===== src/rtl/p4_demux_sched.sv =====
// p4_demux_sched: per-frame route scheduler for the header/payload demux.
// Optional per-port statistics under `P4_DEMUX_SCHED_STATS_EN.
module p4_demux_sched #(
  parameter int M_COUNT = 4,
  parameter int DEPTH   = 4,
  parameter int TIMEOUT = 1024,
  localparam int CL = (M_COUNT > 1) ? $clog2(M_COUNT) : 1,
  localparam int AW = $clog2(DEPTH),
  localparam int LW = AW + 1
) (
  input  logic          clk,
  input  logic          rst_n,
  input  logic          s_route_valid,
  output logic          s_route_ready,
  input  logic [CL-1:0] s_route_port,
  input  logic          s_route_drop,
  input  logic          hdr_tvalid,
  input  logic          hdr_tready,
  input  logic          hdr_tlast,
  input  logic          pld_tvalid,
  input  logic          pld_tready,
  input  logic          pld_tlast,
  output logic          hdr_enable,
  output logic          pld_enable,
  output logic [CL-1:0] select,
  output logic          drop,
  output logic          busy,
  output logic [LW-1:0] fifo_level,
  input  logic          timeout_clr,
  output logic          timeout_err
`ifdef P4_DEMUX_SCHED_STATS_EN
  ,
  output logic [M_COUNT*32-1:0] stat_frames,
  output logic [31:0]           stat_drops
`endif
);

  localparam int TW   = (TIMEOUT > 0) ? $clog2(TIMEOUT + 1) : 1;
  localparam int TLIM = (TIMEOUT > 0) ? TIMEOUT - 1 : 0;

  typedef struct packed {
    logic          drop;
    logic [CL-1:0] port;
  } route_t;

  typedef enum logic [1:0] {
    IDLE,
    ACTIVE,
    WAIT_PLD,
    WAIT_HDR
  } state_t;

  state_t        state_q, state_d;
  route_t        mem [DEPTH];
  route_t        in_r, load_val;
  logic [AW-1:0] wr_ptr, rd_ptr, rd_nxt;
  logic [LW-1:0] count;
  logic [TW-1:0] wait_cnt;
  logic          full, empty, push, retire, load;
  logic          hdr_done, pld_done;
  logic          in_wait, next_wait, to_set;

  assign in_r     = {s_route_drop, s_route_port};
  assign full     = (count == LW'(DEPTH));
  assign empty    = (count == '0);
  assign push     = s_route_valid && !full;
  assign rd_nxt   = rd_ptr + 1'b1;
  assign hdr_done = hdr_tvalid && hdr_tready && hdr_tlast;
  assign pld_done = pld_tvalid && pld_tready && pld_tlast;

  assign s_route_ready = !full;
  assign fifo_level    = count;
  assign busy          = (state_q != IDLE);
  assign hdr_enable    = (state_q == ACTIVE) || (state_q == WAIT_HDR);
  assign pld_enable    = (state_q == ACTIVE) || (state_q == WAIT_PLD);

  always_comb begin
    retire = 1'b0;
    unique case (1'b1)
      (state_q == ACTIVE):   retire = hdr_done && pld_done;
      (state_q == WAIT_PLD): retire = pld_done;
      (state_q == WAIT_HDR): retire = hdr_done;
      default:               retire = 1'b0;
    endcase
  end

  always_comb begin
    state_d  = state_q;
    load     = 1'b0;
    load_val = mem[rd_ptr];
    unique case (state_q)
      IDLE: begin
        if (!empty || push) begin
          state_d  = ACTIVE;
          load     = 1'b1;
          load_val = empty ? in_r : mem[rd_ptr];
        end
      end
      ACTIVE: begin
        if (hdr_done && !pld_done)
          state_d = WAIT_PLD;
        else if (pld_done && !hdr_done)
          state_d = WAIT_HDR;
      end
      default: ;
    endcase
    // A same-cycle push lets the next pair start without an IDLE bubble.
    if (retire) begin
      if (count > LW'(1)) begin
        state_d  = ACTIVE;
        load     = 1'b1;
        load_val = mem[rd_nxt];
      end else if (push) begin
        state_d  = ACTIVE;
        load     = 1'b1;
        load_val = in_r;
      end else begin
        state_d  = IDLE;
      end
    end
  end

  always_ff @(posedge clk) begin
    if (push)
      mem[wr_ptr] <= in_r;
  end

  always_ff @(posedge clk or negedge rst_n) begin
    if (!rst_n) begin
      state_q <= IDLE;
      wr_ptr  <= '0;
      rd_ptr  <= '0;
      count   <= '0;
      select  <= '0;
      drop    <= 1'b0;
    end else begin
      state_q <= state_d;
      if (push)
        wr_ptr <= wr_ptr + 1'b1;
      if (retire)
        rd_ptr <= rd_nxt;
      if (push && !retire)
        count <= count + 1'b1;
      else if (!push && retire)
        count <= count - 1'b1;
      if (load) begin
        select <= load_val.port;
        drop   <= load_val.drop;
      end
    end
  end

  assign in_wait   = (state_q == WAIT_PLD) || (state_q == WAIT_HDR);
  assign next_wait = (state_d == WAIT_PLD) || (state_d == WAIT_HDR);
  assign to_set    = (TIMEOUT > 0) && in_wait &&
                     (wait_cnt == TW'(TLIM));

  always_ff @(posedge clk or negedge rst_n) begin
    if (!rst_n) begin
      wait_cnt    <= '0;
      timeout_err <= 1'b0;
    end else begin
      if (in_wait && next_wait) begin
        if (wait_cnt != TW'(TIMEOUT))
          wait_cnt <= wait_cnt + 1'b1;
      end else begin
        wait_cnt <= '0;
      end
      if (to_set)
        timeout_err <= 1'b1;
      else if (timeout_clr)
        timeout_err <= 1'b0;
    end
  end

`ifdef P4_DEMUX_SCHED_STATS_EN
  logic [31:0] frames_q [M_COUNT];

  always_ff @(posedge clk or negedge rst_n) begin
    if (!rst_n) begin
      for (int i = 0; i < M_COUNT; i++)
        frames_q[i] <= '0;
      stat_drops <= '0;
    end else if (retire) begin
      if (drop)
        stat_drops <= stat_drops + 1'b1;
      for (int i = 0; i < M_COUNT; i++)
        if (!drop && select == CL'(i))
          frames_q[i] <= frames_q[i] + 1'b1;
    end
  end

  for (genvar g = 0; g < M_COUNT; g++) begin : g_stat
    assign stat_frames[g*32 +: 32] = frames_q[g];
  end
`endif

endmodule


===== config.mk =====
export PLATFORM = sky130hd
export DESIGN_NAME = p4_demux_sched
export DESIGN_NICKNAME = d
export VERILOG_FILES = /design/src/rtl/p4_demux_sched.sv
export SDC_FILE = /design/constraint.sdc
export NUM_CORES = 1
export LEC_CHECK = 0
export ABC_AREA = 1
export BUFFER_PORTS_ARGS = -buffer_cell sky130_fd_sc_hd__clkbuf_2
export CAP_MARGIN = 20
export CORE_AREA = 2 2 65 67
export DETAILED_ROUTE_END_ITERATION = 8
export DIE_AREA = 0 0 67 69
export GPL_ROUTABILITY_DRIVEN = 0
export GPL_TIMING_DRIVEN = 0
export PLACE_DENSITY = 0.85
export SYNTH_ARGS = -nofsm -noshare
export SYNTH_HDL_FRONTEND = slang
export SYNTH_SLANG_ARGS = --single-unit
export TNS_END_PERCENT = 1

===== constraint.sdc =====
create_clock -name clk -period 2.3 [get_ports clk]
set_input_delay 0.345 -clock clk [delete_from_list [all_inputs] [get_ports clk]]
set_output_delay 0.345 -clock clk [all_outputs]
set_load 0.005 [all_outputs]

==> flow_summary.json <==
{
  "outcome": "completed",
  "leakage_nw": 1.27,
  "root_buffer": "clkbuf_8",
  "num_antenna_cells": 0,
  "grt_pass1_vias": 1742,
  "seqPwrFrac_pct": 34.2,
  "nets": 346,
  "most-common-layout-cells": "80 x nand2_1, 40 x inv_1, 34 x nor2_1",
  "hold_violations": 0,
  "viasPerCell": 5.09,
  "drc_errors": 0,
  "coreArea_mm2": 0.00391,
  "drv_cap": 0,
  "synth_top_area_cell": "dfrtp_1",
  "sw_frac_of_total_pct": 41.7,
  "tns_ns": 0,
  "clockPowerShare_pct": 19.4,
  "seqCellArea_um2": 961,
  "synth.top_cell.area_share_pct": 27.0,
  "cts_tree": "done",
  "tightest_slew_ns": 0.616,
  "yosysSeqAreaShare_pct": 43.2,
  "total_power_mw": 2.88,
  "syn-cell-area_mm2": 0.00222,
  "skew_ns": 0.00719,
  "syn_nets": 312,
  "drive_above_1_share_pct": 18.2,
  "grt_max_degree": 25,
  "fmax_mhz": 488,
  "post-route-min-period_ns": 2.05,
  "fill_cells": 329,
  "overflow": 0,
  "wl_per_cell_um": 12.0,
  "multiInputGateArea_mm2": 0.00107,
  "finalCritPeriodShare_pct": 89.1,
  "slew_viol_final": 0,
  "pin_count": 24,
  "netlist_instances": 284,
  "ant_nets": 0,
  "power_density_mw_per_mm2": 1130,
  "arrival_ns": 2.24,
  "area_growth_pct": 14.6,
  "ys_ff_latch": 36,
  "port_buffers": 23,
  "ys_top_cells_by_area": "dfrtp_1 27%, edfxtp_1 16%, nand2_1 14%",
  "yosysUniqueCellTypes": 25,
  "clock_latency_ns": 0.29,
  "required_ns": 2.49,
  "grt_antenna_before_repair": 0,
  "cts_made_buffers": 5,
  "pwr-share-comb_pct": 46.4,
  "die_area_mm2": 0.00462,
  "p_int_mw": 1.68,
  "row_count": 23,
  "path_clk_slew_ns": 0.08,
  "relSlewSlack_pct": 59.0,
  "finalSetupViolCount": 0,
  "wl_um": 4430,
  "vias": 1879,
  "min_path_type": "primary input to asynchronous set/reset pin",
  "ctsHtreeMaxLevel": 2,
  "crit_type": "flop to flop",
  "cp-end-kind": "flop",
  "cp_max_fo": 5,
  "grt_pass1_wl_um": 7450,
  "drt-pass1-iter-count": 4,
  "grt.total_usage_pct": 20.9,
  "yosys_warnings": 0,
  "clock-sinks": 36,
  "die_x_um": 67,
  "cts_max_path_buffers": 2,
  "power.switching_mw": 1.20,
  "fp.dieH_um": 69,
  "dp_hpwl_um": 3310,
  "start_util_pct": 56.8,
  "critPathLaunchType": "flop",
  "avgSynthCellArea_um2": 7.82,
  "final_common_cell": "nand2_1",
  "ir_drop_mv": 0.683,
  "drt-initial-drc-count": 96
}
[state kept, by name (all words and copies together) (netlist names)]
name / cells
drop: 1
rd_ptr: 2
wr_ptr: 2
timeout_err: 1
wait_cnt: 11
state_q: 2
mem: 12
fifo_level: 3
select: 2
[worst max-delay path: stages (launching register included)]
cell     delay [ns]
dfrtp_1        0.43
inv_2          0.10
ha_2           0.19
nor2_1         0.05
inv_1          0.06
nand2_1        0.09
a21oi_4        0.20
inv_2          0.10
ha_1           0.33
nor2_1         0.10
o21ai_0        0.10
xor2_1         0.14
inv_1          0.05
[path summary, 6_finish.rpt]
path                             start             to  slack [ns]  depth (start not counted)
min reg2reg                  select[0]      select[0]        0.50                          2
max                         state_q[1]  fifo_level[2]        0.25                         12
max reg2reg                 state_q[1]  fifo_level[2]        0.25                         12
min                              rst_n      select[1]        0.05                          1
min in group clk           timeout_clr    timeout_err        0.24                          2
max in group asynchronous        rst_n    wait_cnt[0]        1.85                          1
[per-stage QoR]
step	area [um^2]	util, %	instances	hold WS [ns]	setup WS (ns)
floorplan	2220	-	284	0.0494	0.360
detailed placement	2400	61.3	357	0.392	0.147
global placement	2400	61.3	357	0.384	0.187
finish	2550	65.1	369	0.0505	0.251
global route	2550	65.1	369	0.100	-0.0157
CTS	2510	64.2	365	0.0770	0.134
[synth_stat cells (all sizes together)]
library cell,n
o21ai,11
edfxtp,12
o21bai,1
nand2,86
or2,1
nor2,35
xor2,11
nand3,22
xnor2,2
nand4,5
clkbuf,1
dfrtp,24
ha,15
inv,45
buf,3
a21oi,7
nor3,2
o22ai,1
[per-layer routing]
metal,global-route usage (%),routed length [um]
met5,0,0
met4,7.48,64
met3,4.73,195
met2,36.9,2260
met1,24.2,1900
[layout make-up]
| cell class | instances | share of cell area (%) |
|---|---|---|
| plain buffers | 4 | 1.03 |
| clock buffers | 5 | 2.70 |
| clock inverters | 3 | 1.67 |
| inverters | 45 | 6.63 |
| multi-input cells | 199 | 42.1 |
| flip-flops and latches | 36 | 37.7 |
| well taps | 50 | 2.46 |
| repair buffers | 27 | 5.70 |
[power by group through the flow]
stage | Sequential [mW] | Combinational (mW) | Clock [mW]
2_1_floorplan | 0.960 | 0.980 | 0
3_3_place_gp | 0.988 | 1.26 | 0
3_5_place_dp | 0.996 | 1.30 | 0
4_1_cts | 0.985 | 1.31 | 0.566
5_1_grt | 1.01 | 1.55 | 0.597
6_report | 0.985 | 1.34 | 0.560
[what timing repair did]
action	CTS	global route
resized for setup	0	3
hold buffers	0	0
setup endpoints to repair	0	1
buffers inserted	0	4
hold endpoints to repair	0	0
[kinds of logic after synthesis]
group                    after synthesis  synth area share [%]
AO/OA/AOI/OAI                         20                  5.18
adder cells (fa/ha/maj)               15                  8.45
XOR/XNOR                              13                  5.12
flip-flops                            36                  43.2
AND/OR/NAND/NOR                      151                  29.2
buffers and inverters                 49                  8.78
Power figures use the tool's default switching activity.
